$ cat src/rtl/mem_arbiter.sv
// Two-port round-robin arbiter sharing the single-port instruction/data memory
// between the stack CPU (port C) and the program loader/debug port (port L).
//
//   state  | meaning
//   IDLE   | sample requests, grant one port, latch its address/we/wdata
//   ACCESS | drive the memory; count down read latency, capture read data
//   RESP   | one-cycle done pulse to the grantee, memory strobes low
module mem_arbiter #(
   parameter int AW      = 5,
   parameter int DW      = 8,
   parameter int MEM_LAT = 1
) (
   input  logic          clk,
   input  logic          rst,
   input  logic          c_req,
   input  logic          c_we,
   input  logic [AW-1:0] c_addr,
   input  logic [DW-1:0] c_wdata,
   output logic          c_done,
   output logic [DW-1:0] c_rdata,
   input  logic          l_req,
   input  logic          l_we,
   input  logic [AW-1:0] l_addr,
   input  logic [DW-1:0] l_wdata,
   output logic          l_done,
   output logic [DW-1:0] l_rdata,
   output logic [AW-1:0] mem_addr,
   output logic [DW-1:0] mem_wdata,
   output logic          mem_rd,
   output logic          mem_wr,
   input  logic [DW-1:0] mem_rdata,
   output logic          busy,
   output logic          owner
);

   typedef enum logic [1:0] {
      IDLE   = 2'd0,
      ACCESS = 2'd1,
      RESP   = 2'd2
   } state_t;

   localparam logic [2:0] CNT_RD = 3'(MEM_LAT - 1);

   state_t        state_q;
   logic [2:0]    cnt_q;
   logic          owner_q;
   logic          last_owner_q;
   logic [AW-1:0] addr_q;
   logic          we_q;
   logic [DW-1:0] wdata_q;
   logic [DW-1:0] c_rdata_q;
   logic [DW-1:0] l_rdata_q;
   logic          c_done_q;
   logic          l_done_q;
   logic          mem_rd_q;
   logic          mem_wr_q;
   logic          busy_q;

   logic          gnt_valid_d;
   logic          gnt_l_d;
   logic          gnt_we_d;
   logic [AW-1:0] gnt_addr_d;
   logic [DW-1:0] gnt_wdata_d;

   // On a tie the port that did not win last time gets the memory.
   always_comb begin
      gnt_valid_d = c_req | l_req;
      gnt_l_d     = l_req & (~c_req | ~last_owner_q);
      gnt_we_d    = gnt_l_d ? l_we    : c_we;
      gnt_addr_d  = gnt_l_d ? l_addr  : c_addr;
      gnt_wdata_d = gnt_l_d ? l_wdata : c_wdata;
   end

   always_ff @(posedge clk or negedge rst) begin
      if (!rst) begin
         state_q      <= IDLE;
         cnt_q        <= '0;
         owner_q      <= 1'b0;
         last_owner_q <= 1'b1;
         addr_q       <= '0;
         we_q         <= 1'b0;
         wdata_q      <= '0;
         c_rdata_q    <= '0;
         l_rdata_q    <= '0;
         c_done_q     <= 1'b0;
         l_done_q     <= 1'b0;
         mem_rd_q     <= 1'b0;
         mem_wr_q     <= 1'b0;
         busy_q       <= 1'b0;
      end else begin
         case (state_q)
            IDLE: begin
               if (gnt_valid_d) begin
                  owner_q      <= gnt_l_d;
                  last_owner_q <= gnt_l_d;
                  addr_q       <= gnt_addr_d;
                  we_q         <= gnt_we_d;
                  wdata_q      <= gnt_wdata_d;
                  cnt_q        <= gnt_we_d ? 3'd0 : CNT_RD;
                  mem_rd_q     <= ~gnt_we_d;
                  mem_wr_q     <= gnt_we_d;
                  busy_q       <= 1'b1;
                  state_q      <= ACCESS;
               end
            end
            ACCESS: begin
               if (cnt_q != 3'd0) begin
                  cnt_q <= cnt_q - 3'd1;
               end else begin
                  if (!we_q) begin
                     if (owner_q) l_rdata_q <= mem_rdata;
                     else         c_rdata_q <= mem_rdata;
                  end
                  mem_rd_q <= 1'b0;
                  mem_wr_q <= 1'b0;
                  c_done_q <= ~owner_q;
                  l_done_q <= owner_q;
                  state_q  <= RESP;
               end
            end
            RESP: begin
               c_done_q <= 1'b0;
               l_done_q <= 1'b0;
               busy_q   <= 1'b0;
               state_q  <= IDLE;
            end
            default: begin
               c_done_q <= 1'b0;
               l_done_q <= 1'b0;
               mem_rd_q <= 1'b0;
               mem_wr_q <= 1'b0;
               busy_q   <= 1'b0;
               state_q  <= IDLE;
            end
         endcase
      end
   end

   // The latched address/data only change at a grant, so they double as the
   // memory bus and naturally hold their last value outside ACCESS.
   assign mem_addr  = addr_q;
   assign mem_wdata = wdata_q;
   assign mem_rd    = mem_rd_q;
   assign mem_wr    = mem_wr_q;
   assign c_done    = c_done_q;
   assign l_done    = l_done_q;
   assign c_rdata   = c_rdata_q;
   assign l_rdata   = l_rdata_q;
   assign busy      = busy_q;
   assign owner     = owner_q;

endmodule
$ cat config.mk
export PLATFORM = sky130hd
export DESIGN_NAME = mem_arbiter
export DESIGN_NICKNAME = d
export VERILOG_FILES = /design/src/rtl/mem_arbiter.sv
export SDC_FILE = /design/constraint.sdc
export NUM_CORES = 1
export LEC_CHECK = 0
export BUFFER_PORTS_ARGS = -buffer_cell sky130_fd_sc_hd__buf_2
export CORE_MARGIN = 5
export CORE_UTILIZATION = 51
export CTS_CLUSTER_SIZE = 30
export DETAILED_ROUTE_END_ITERATION = 7
export PLACE_DENSITY = 0.94
export SYNTH_ARGS = -nofsm -noshare
export SYNTH_HDL_FRONTEND = slang
export SYNTH_SLANG_ARGS = --single-unit
$ cat constraint.sdc
create_clock -name clk -period 6.1 [get_ports clk]
set_clock_uncertainty 0.15 [all_clocks]
set_input_delay 0.915 -clock clk [delete_from_list [all_inputs] [get_ports clk]]
set_output_delay 0.915 -clock clk [all_outputs]
set_load 0.01 [all_outputs]
; Yosys cells after proc, flatten, opt, wreduce, memory -nomap -nowiden
; Index checks and enable logic that the tools add are counted.
[totals]
input_bits = 40
elab_cells = 63
mem_bits_rw = 0
regBits = 42
rom_bits = 0
latch_bits = 0
memories = 0
output_inout_bits = 35
[classes]
order_cmp = 0
n_bitwise = 12
reduce_logical = 11
div_mod_pow = 0
n_eq_ne = 5
shift = 0
n_mul = 0
addsub = 1
muxes = 20
[op_table]
columns = operator, n
row1 = 1-bit NOT, 9
row2 = 8-bit 2-to-1 mux, 1
row3 = 2-bit AND reduction, 4
row4 = 4-bit AND reduction, 2
row5 = 1-bit 2-to-1 mux, 7
row6 = 3-bit 2-to-1 mux, 2
row7 = "2-bit inequality test, second input constant", 3
row8 = 1-bit case mux with 2 select lines, 3
row9 = 1-bit case mux with 3 select lines, 2
row10 = 3-bit case mux with 2 select lines, 1
row11 = 3-bit AND reduction, 2
row12 = 5-bit 2-to-1 mux, 1
row13 = 2-bit 2-to-1 mux, 2
row14 = 2-bit case mux with 2 select lines, 1
row15 = 3-bit nonzero test, 1
row16 = "3-bit by 1-bit subtractor with 3-bit output, second input constant", 1
row17 = "2-bit by 1-bit equality test with 1-bit output, second input constant", 1
row18 = "2-bit equality test, second input constant", 1
row19 = 2-bit zero test, 1
row20 = 1-bit bitwise OR, 2
row21 = 2-bit nonzero test, 1
row22 = 1-bit bitwise AND, 1

; Depth between registers and ports, before layout
; Gate-level depths: netlist of the first run.
[logic_depth]
depth_word = 7
mapped_depth = 5
depth_no_buf = 5

; Worst setup path after synthesis of the first run
; No wires, ideal clock.
[synth_path]
kind = input-to-reg
startpoint = input l_req
endpoint = register addr_q[0] (netlist: mem_addr[0])
path_stages = 5
path_slack_ns = 4.004
setup_ns = 0.132
arrival_time_ns = 1.813
required_time_ns = 5.818
n_path_buf = 2
path_cell_list = a21bo_1 clkbuf_1 buf_4 mux2i_1 o21ai_1
[synth_via]
elab_chain_cells = 2
word_cells_on_any_way = 4
classes_between = mux: 1 / bitwise: 2 / reduce/logical: 1
[synth_rtl]
columns = item, line_no
row1 = "start, declared", 21  ; input logic l_req,
row2 = 1-bit bitwise AND / 1-bit bitwise OR (equally long branches), "68, 67"
row3 = 5-bit 2-to-1 mux / 2-bit AND reduction (equally long branches), n/a
row4 = "end signal, assigned", 96  ; addr_q <= gnt_addr_d;
row5 = "end, declared", 48  ; logic [AW-1:0] addr_q;
; Parallel ways exist; a longest one is shown, timed or not.
; A chain may end at the register's enable or synchronous reset.

; Worst setup path after layout of the first run
[layout_path]
startpoint = register cnt_q[0]
endpoint = register c_rdata_q[3] (netlist: c_rdata[3])
[layout_via]
elab_chain_cells = 3
[layout_rtl]
columns = item, line_no
row1 = "start, declared", 45  ; logic [2:0] cnt_q;
row2 = "start signal, assigned", 99  ; cnt_q <= gnt_we_d ? 3'd0 : CNT_RD;
row3 = "start signal, assigned", 108  ; cnt_q <= cnt_q - 3'd1;
row4 = 3-bit nonzero test, 107  ; if (cnt_q != 3'd0) begin
row5 = 1-bit NOT (no source line), n/a
row6 = 4-bit AND reduction (no source line), n/a
row7 = "end signal, assigned", 112  ; else c_rdata_q <= mem_rdata;
row8 = "end, declared", 51  ; logic [DW-1:0] c_rdata_q;
; No other way between the ends.

==> results of run 1 <==
## cells in the final DEF, fill, tap and decap left out, types with 2 or more instances in the layout
cell type and n:
sky130_fd_sc_hd__a21oi_1 2, sky130_fd_sc_hd__buf_2 74, sky130_fd_sc_hd__clkbuf_8 6, sky130_fd_sc_hd__dfrtp_1 41, sky130_fd_sc_hd__ha_1 2, sky130_fd_sc_hd__inv_1 5
sky130_fd_sc_hd__mux2_1 8, sky130_fd_sc_hd__mux2_4 8, sky130_fd_sc_hd__mux2i_1 17, sky130_fd_sc_hd__nand2b_1 3, sky130_fd_sc_hd__nand3b_1 3, sky130_fd_sc_hd__nor2_1 7
sky130_fd_sc_hd__o21ai_0 13, sky130_fd_sc_hd__o21ai_1 14, sky130_fd_sc_hd__o22ai_1 3, sky130_fd_sc_hd__or2_1 2
## registers in the layout, indices dropped and copies added, names as in the netlist
| register | cells |
|---|---|
| c_rdata | 8 |
| l_rdata | 8 |
| mem_wdata | 8 |
| mem_addr | 5 |
| cnt_q | 3 |
| state_q | 2 |
| busy | 1 |
| c_done | 1 |
| l_done | 1 |
| last_owner_q | 1 |
| mem_rd | 1 |
| mem_wr | 1 |
| owner | 1 |
| we_q | 1 |
## cell families (layout without fill, tap and decap cells)
| group | after synthesis | in the layout | synth area share |
|---|---|---|---|
| AOI/OAI and AO/OA | 40 | 40 | 0.123 |
| adders and majority gates | 2 | 2 | 0.0133 |
| buffers and inverters | 11 | 87 | 0.0240 |
| DFF | 42 | 42 | 0.561 |
| muxes | 33 | 33 | 0.203 |
| and+or+nand+nor | 21 | 21 | 0.0760 |
## worst max-delay path, cell delays in order (launching register included)
cell and delay (ps):
sky130_fd_sc_hd__dfrtp_1 390, sky130_fd_sc_hd__inv_1 80, sky130_fd_sc_hd__ha_1 270, sky130_fd_sc_hd__nand2b_4 100
sky130_fd_sc_hd__nor4_4 670, sky130_fd_sc_hd__mux2_4 360
## through the flow
stage          hold WS [ps]  power, mW  worst slack, ps  cell area (um^2)
4_1_cts                 332       1.21             3930              2370
3_3_place_gp            311       1.00             3730              2280
6_report                329       1.19             3960              2370
5_1_grt                 351       1.28             3830              2370
3_5_place_dp            323       1.03             3690              2280
2_1_floorplan           301      0.829             4000              1880
## final timing paths
path	start	to	slack (ps)	cells past startpoint
hold / removal	cnt_q[0]$_DFFE_PN0P_	cnt_q[0]$_DFFE_PN0P_	330	1
setup / recovery	cnt_q[0]$_DFFE_PN0P_	c_rdata[3]$_DFFE_PN0P_	3960	5
max in group asynchronous	rst	cnt_q[1]$_DFFE_PN0P_	4670	1
min in group asynchronous	rst	mem_addr[4]$_DFFE_PN0P_	590	1
hold reg to reg	cnt_q[0]$_DFFE_PN0P_	cnt_q[0]$_DFFE_PN0P_	330	1
setup reg to reg	cnt_q[0]$_DFFE_PN0P_	c_rdata[3]$_DFFE_PN0P_	3960	5
## where the power goes
group	leakage, nW	internal (mW)	switching [mW]
clock	0.0482	0.0912	0.0842
sequential	0.509	0.415	0.0872
combinational	0.660	0.246	0.269
total	1.22	0.752	0.440
## routing by layer
| metal | track usage | up-vias |
|---|---|---|
| li1 | - | 693 |
| met1 | 0.205 | 704 |
| met2 | 0.262 | 94 |
| met3 | 0.0540 | 14 |
| met4 | 0.0856 | 0 |
| met5 | 0 | - |
## area by class of cell
cell class / count / area, um^2 / share of cell area
sequential: 42 / 1050 / 0.444
multi-input combinational: 96 / 779 / 0.329
timing repair buffer: 74 / 370 / 0.156
clock buffer: 7 / 86.3 / 0.0364
tap: 48 / 60.1 / 0.0253
inverter: 5 / 18.8 / 0.00791
clock inverter: 1 / 5.00 / 0.00211
==> results summary, run 1 <==
The flow ran to the end, and the final reports show no timing, DRC or antenna violations. In this run, post-CTS hold repair placed 0 buffers. The number of H-tree levels is 2. The number of CTS-inserted buffers is 5. Routed signal wires occupy layers up through met4. The number of antenna violations at the first check in global routing is 0.

Setup repair after global routing left no endpoint under its margin. The number of I/O pins came out at 75. The biggest area contributor in the post-synthesis netlist is sky130_fd_sc_hd__dfrtp_1.

0 antenna diodes ended up in the layout. Across all layers, the routed design uses 1505 vias. TritonCTS built the clock tree. The finished layout holds 273 standard cells, fillers aside. The worst endpoint required time is 6120 ps. For this run, the number of Yosys warnings is 0. The met3 wire length came out at 472 um.

The overall global routing resource usage is 0.166. Input and output buffers added on the ports amount to 74. The number of cell rows came out at 22.

The worst setup path is captured at a register. The area share of the largest cell type after synthesis is 0.547. The timing-limited maximum frequency is 468 MHz. The path category of the worst min-delay check is reg2reg. The number of gates given a new drive strength after cts came out at 0. The final-layout fill cell count is 297. The total congestion overflow came out at 0. The power per cell area came out at 503 nW/um^2. The largest net degree at the start of global routing came out at 43. The post-detailed-placement half-perimeter wirelength is 3.08 mm.

The via count of the first global-routing pass is 1495. Ranked by total cell area, the synthesized netlist is headed by sky130_fd_sc_hd__dfrtp_1, sky130_fd_sc_hd__mux2i_1, sky130_fd_sc_hd__mux2_4. The layout cell share with drive strength beyond 1 is 0.409. The slew at the pin closest to its max-slew limit came out at 862 ps.

Measured on the finished design, the core utilization comes to 0.658. A synthesized cell averages 12.6 um^2. The die extent in y is 70.7 um.

The clock reaches the later pin of the worst-skew pair after 280 ps. The setup violation total in the final timing report came out at 0. The critical path is of the reg2reg type. The final net count came out at 266. The placed cell count is 265. The max-cap check violation count came out at 0. The TritonCTS sink count came out at 42. Among all cell types in the netlist, the one instantiated most often is sky130_fd_sc_hd__dfrtp_1. The vias per cell is 5.51. The part of the Yosys area used for sequential elements is 0.561.

The arrival time of the worst setup path came out at 2160 ps. The starting density of the core is 0.520. The final critical-path share of the clock period came out at 0.351.

The die width is 70.7 um. The flip-flop and latch count after synthesis is 42. The detailed-routing wirelength on met1 is 1.59 mm. The maximum fanout along the worst path is 8.

The final count of hold timing violations is 0. The detailed router finished its first iteration with 68 violations. The detailed-routing iteration count for the pre-antenna-repair pass is 4.

In this run, synthesis inferred 0 flip-flops with an integrated enable. Counting instances in the post-synthesis netlist gives the leading cell types as sky130_fd_sc_hd__dfrtp_1, sky130_fd_sc_hd__mux2i_1, sky130_fd_sc_hd__o21ai_1. The DRC violation count after routing is 0. The final count of pins violating max slew is 0. The wire length of the first global-routing pass came out at 6.53 mm.

Relative to the synthesized area, the layout overhead comes to 26.4%. In the synthesized netlist the async set-or-reset flop fraction comes to 1.00. The synthesized netlist net count is 191. The routed wire length came out at 4.00 mm. The dominant synthesized flop cell is sky130_fd_sc_hd__dfrtp_1. The amount of wire on met2 after detailed routing is 1.83 mm. The number of instances in the synthesized netlist is 149. The core region is 3610 um^2.

The area enclosed by the die boundary came out at 4990 um^2. For this design the static power due to leakage is 1.22 nW. The setup TNS came out at 0 ps. Measured against its own limit, the worst slew margin works out to 0.425. The cell area after synthesis is 1880 um^2. The startpoint type of the worst setup path is a register. The tree is rooted in a sky130_fd_sc_hd__clkbuf_8. The routed design could run at a clock period as short as 2140 ps. In this run the post-CTS setup repair buffer count came out at 0.

The maximum vdd ir drop is 0.236 mV. The global placer's final weighted congestion is 0.785. The routed length per instance came out at 14.6 um. The antenna violation net count after detailed routing came out at 0. The longest clock path from root to sink contains 2 buffers.

The clock-pin slew on the worst setup and hold paths came out at 70 ps. The number of distinct library cell variants in the gate-level netlist after synthesis is 31.
Note: power is estimated with default switching activity, not from simulation.
==> run 2, diff against run 1 <==
CORE_UTILIZATION = 48   (was 51)
PLACE_DENSITY = 0.89   (was 0.94)
clock period = 2.2 ns   (was 6.1 ns; I/O delays follow)
==> run 2 against run 1 <==
Via count shrank 2.6%. Sequential power grew to 2.8 times the previous value. Die area grew 5.3%. Global-route usage grew 0.69 points. Clock power grew to 3.3 times the previous value. Wire length grew 4.8%. Cell count grew 2.2%. Utilization shrank 0.20 points. Register-to-register slack lost 3800 ps. Non-clock buffer count grew 6. Critical path depth is the same. Critical path type unchanged. Critical endpoint is now l_rdata[3]$_DFFE_PN0P_.
==> results summary, run 2 (synthesis results as in run 1) <==
The die width is 72.5 um (+2.6%). The maximum vdd ir drop is 0.652 mV (+180%). The starting density of the core came out at 0.505 (-0.0154). The final-layout fill cell count is 301 (+1.3%).

In the layout the commonest cells are sky130_fd_sc_hd__buf_2, sky130_fd_sc_hd__dfrtp_1, sky130_fd_sc_hd__mux2i_1. The flip-flop and latch area came to 1050 um^2 (unchanged). The max-cap check violation count came out at 0 (unchanged).

The worst endpoint required time was 2220 ps (-3900 ps). The type of the worst setup path is reg2reg. The leakage component of the power came out at 1.26 nW (+3.2%). The number of antenna violations at the first check in global routing came out at 0 (unchanged). The number of antenna diodes came to 0 (unchanged). The routed wire length was 4.19 mm (+4.8%).

The number of CTS-inserted buffers is 5 (unchanged). The layout cell share with drive strength beyond 1 was 0.424 (+0.0154). The kind of capture point of the worst setup path is a register. The number of H-tree levels is 2 (unchanged). The via count of the first global-routing pass is 1563 (+4.5%). The number of gates given a new drive strength after cts came out at 0 (unchanged). The smallest hold slack came out at 109 ps (-220 ps). The placed cell count came out at 270 (+1.9%). The total congestion overflow is 0 (unchanged).

The final count of pins violating max slew was 0 (unchanged). The clock-pin slew on the worst setup and hold paths is 80 ps (about the same). The area of the placeable core is 3720 um^2 (+3.1%). The overall global routing resource usage is 0.173 (+0.00691). The most frequent standard cell in the layout excluding fill and tap cells is sky130_fd_sc_hd__buf_2. The setup slack after placement is 191 ps (-3500 ps). The final net count came to 272 (+2.3%). Setup repair after global routing left no endpoint under its margin. The detailed-routing iteration count for the pre-antenna-repair pass came to 4 (unchanged). The vias per cell came out at 5.25 (-4.7%). The largest net degree at the start of global routing is 43 (unchanged). The final count of hold timing violations came to 0 (unchanged). The master of the slowest instance on the critical path is sky130_fd_sc_hd__mux2_1. The number of port buffers came out at 74 (unchanged). The timing-limited maximum frequency is 501 MHz (+7.2%). The antenna violation net count after detailed routing came out at 0 (unchanged). The tightest slew margin relative to the limit is 0.656 (+0.231). The arrival time of the worst setup path is 2010 ps (-150 ps).

The power per cell area is 1410 nW/um^2 (+180%). The worst hold path belongs to the class in2reg. TritonCTS built the clock tree. The first-iteration detailed-routing DRC count is 62 (-8.8%). The maximum fanout along the worst path came out at 8 (unchanged).

The number of cell rows came out at 22 (unchanged). The global placer's final weighted congestion came out at 0.764 (-2.7%). The total vias in the final route came out at 1466 (-2.6%). The area of combinational cells with multiple inputs is 779 um^2 (unchanged). The final core utilization came out at 0.656 (-0.00198). Traced cell by cell, the critical path runs through inv_1, ha_1, and4bb_1, nand3b_1, mux2_1. The root buffer selected by CTS is sky130_fd_sc_hd__clkbuf_8.

The slew at the pin closest to its max-slew limit is 516 ps (-346 ps). The delay of the slowest critical-path stage is 420 ps (-250 ps). The worst setup path is launched from a register. The post-route worst setup slack came to 205 ps (-3760 ps). The DRC violation count after routing was 0 (unchanged).

The overall power consumption was 3.43 mW (+190%). The setup violation total in the final timing report came out at 0 (unchanged). The wire length of the first global-routing pass came out at 7.09 mm (+8.6%). The final cell count without fillers came out at 279 (+2.2%). The flow ran to the end, and the final reports show no timing, DRC or antenna violations. The number of I/O pins is 75 (unchanged).

The clock latency at the later pin of the worst-skew pair came out at 290 ps (about the same). The total cell area at the placement stage is 2320 um^2 (+1.6%). The die extent in y came out at 72.5 um (+2.6%). The final critical-path share of the clock period is 0.907 (+0.556). The number of buffers between clock root and the deepest sink came to 2 (unchanged). The routed length per instance is 15.0 um (+2.5%). The area growth from synthesis to layout is 29.9%. The post-route minimum period is 2000 ps (-144 ps).

The area enclosed by the die boundary was 5260 um^2 (+5.3%). The TritonCTS sink count is 42 (unchanged). The post-detailed-placement half-perimeter wirelength came out at 3.21 mm (+4.2%). The setup TNS was 0 ps (unchanged). The area of all placed cells without fillers came out at 2440 um^2 (+2.7%).
==> run 2: cell types whose count changed in the layout (fill, tap and decap cells not counted) <==
cell	previous run	this run
sky130_fd_sc_hd__buf_4	0	5
sky130_fd_sc_hd__bufinv_16	0	1
sky130_fd_sc_hd__clkbuf_1	1	0
sky130_fd_sc_hd__clkbuf_8	6	5
sky130_fd_sc_hd__clkinv_2	1	2
sky130_fd_sc_hd__dlygate4sd3_1	0	1
==> run 2: cell type report <==
type | count | share of cell area
Tap cell | 48 | 0.0246
Inverter | 5 | 0.00770
Multi-Input combinational cell | 96 | 0.320
Clock buffer | 5 | 0.0282
Timing Repair Buffer | 80 | 0.171
Clock inverter | 3 | 0.0164
Sequential cell | 42 | 0.432
==> run 2: per-layer routing <==
layer,track usage,routed length (um),part of all wire
met1,0.218,1810,0.43
met2,0.280,1940,0.46
met3,0.0540,411,0.098
met4,0.0635,30,0.0072
met5,0,0,0
==> run 2: worst paths after layout <==
path	slack, ps	to	start	cells after the start
worst max-delay path	200	l_rdata[3]$_DFFE_PN0P_	cnt_q[0]$_DFFE_PN0P_	5
worst min-delay path	110	last_owner_q$_DFFE_PN1P_	c_req	2
worst max register to register	200	l_rdata[3]$_DFFE_PN0P_	cnt_q[0]$_DFFE_PN0P_	5
worst min register to register	340	cnt_q[0]$_DFFE_PN0P_	cnt_q[0]$_DFFE_PN0P_	1
max in group asynchronous	1050	last_owner_q$_DFFE_PN1P_	rst	3
min in group asynchronous	490	busy$_DFFE_PN0P_	rst	3
==> run 2: power by group <==
| group | internal (mW) | leakage, nW | total (mW) | switching (mW) |
|---|---|---|---|---|
| sequential | 1.15 | 0.509 | 1.39 | 0.244 |
| clock | 0.334 | 0.0579 | 0.581 | 0.247 |
| combinational | 0.704 | 0.689 | 1.45 | 0.750 |
==> run 2: what timing repair did <==
action | in CTS | in global routing
hold buffers | 1 | 0
endpoints found under the hold margin | 41 | 0
buffers inserted | 0 | 0
==> run 2: worst max-delay path: cells and delay by family, from the launching register on <==
kind / cells / cell delay [ps]
and+or+nand+nor: 2 / 550
adders and majority gates: 1 / 270
DFF: 1 / 390
buffers and inverters: 1 / 80
muxes: 1 / 420
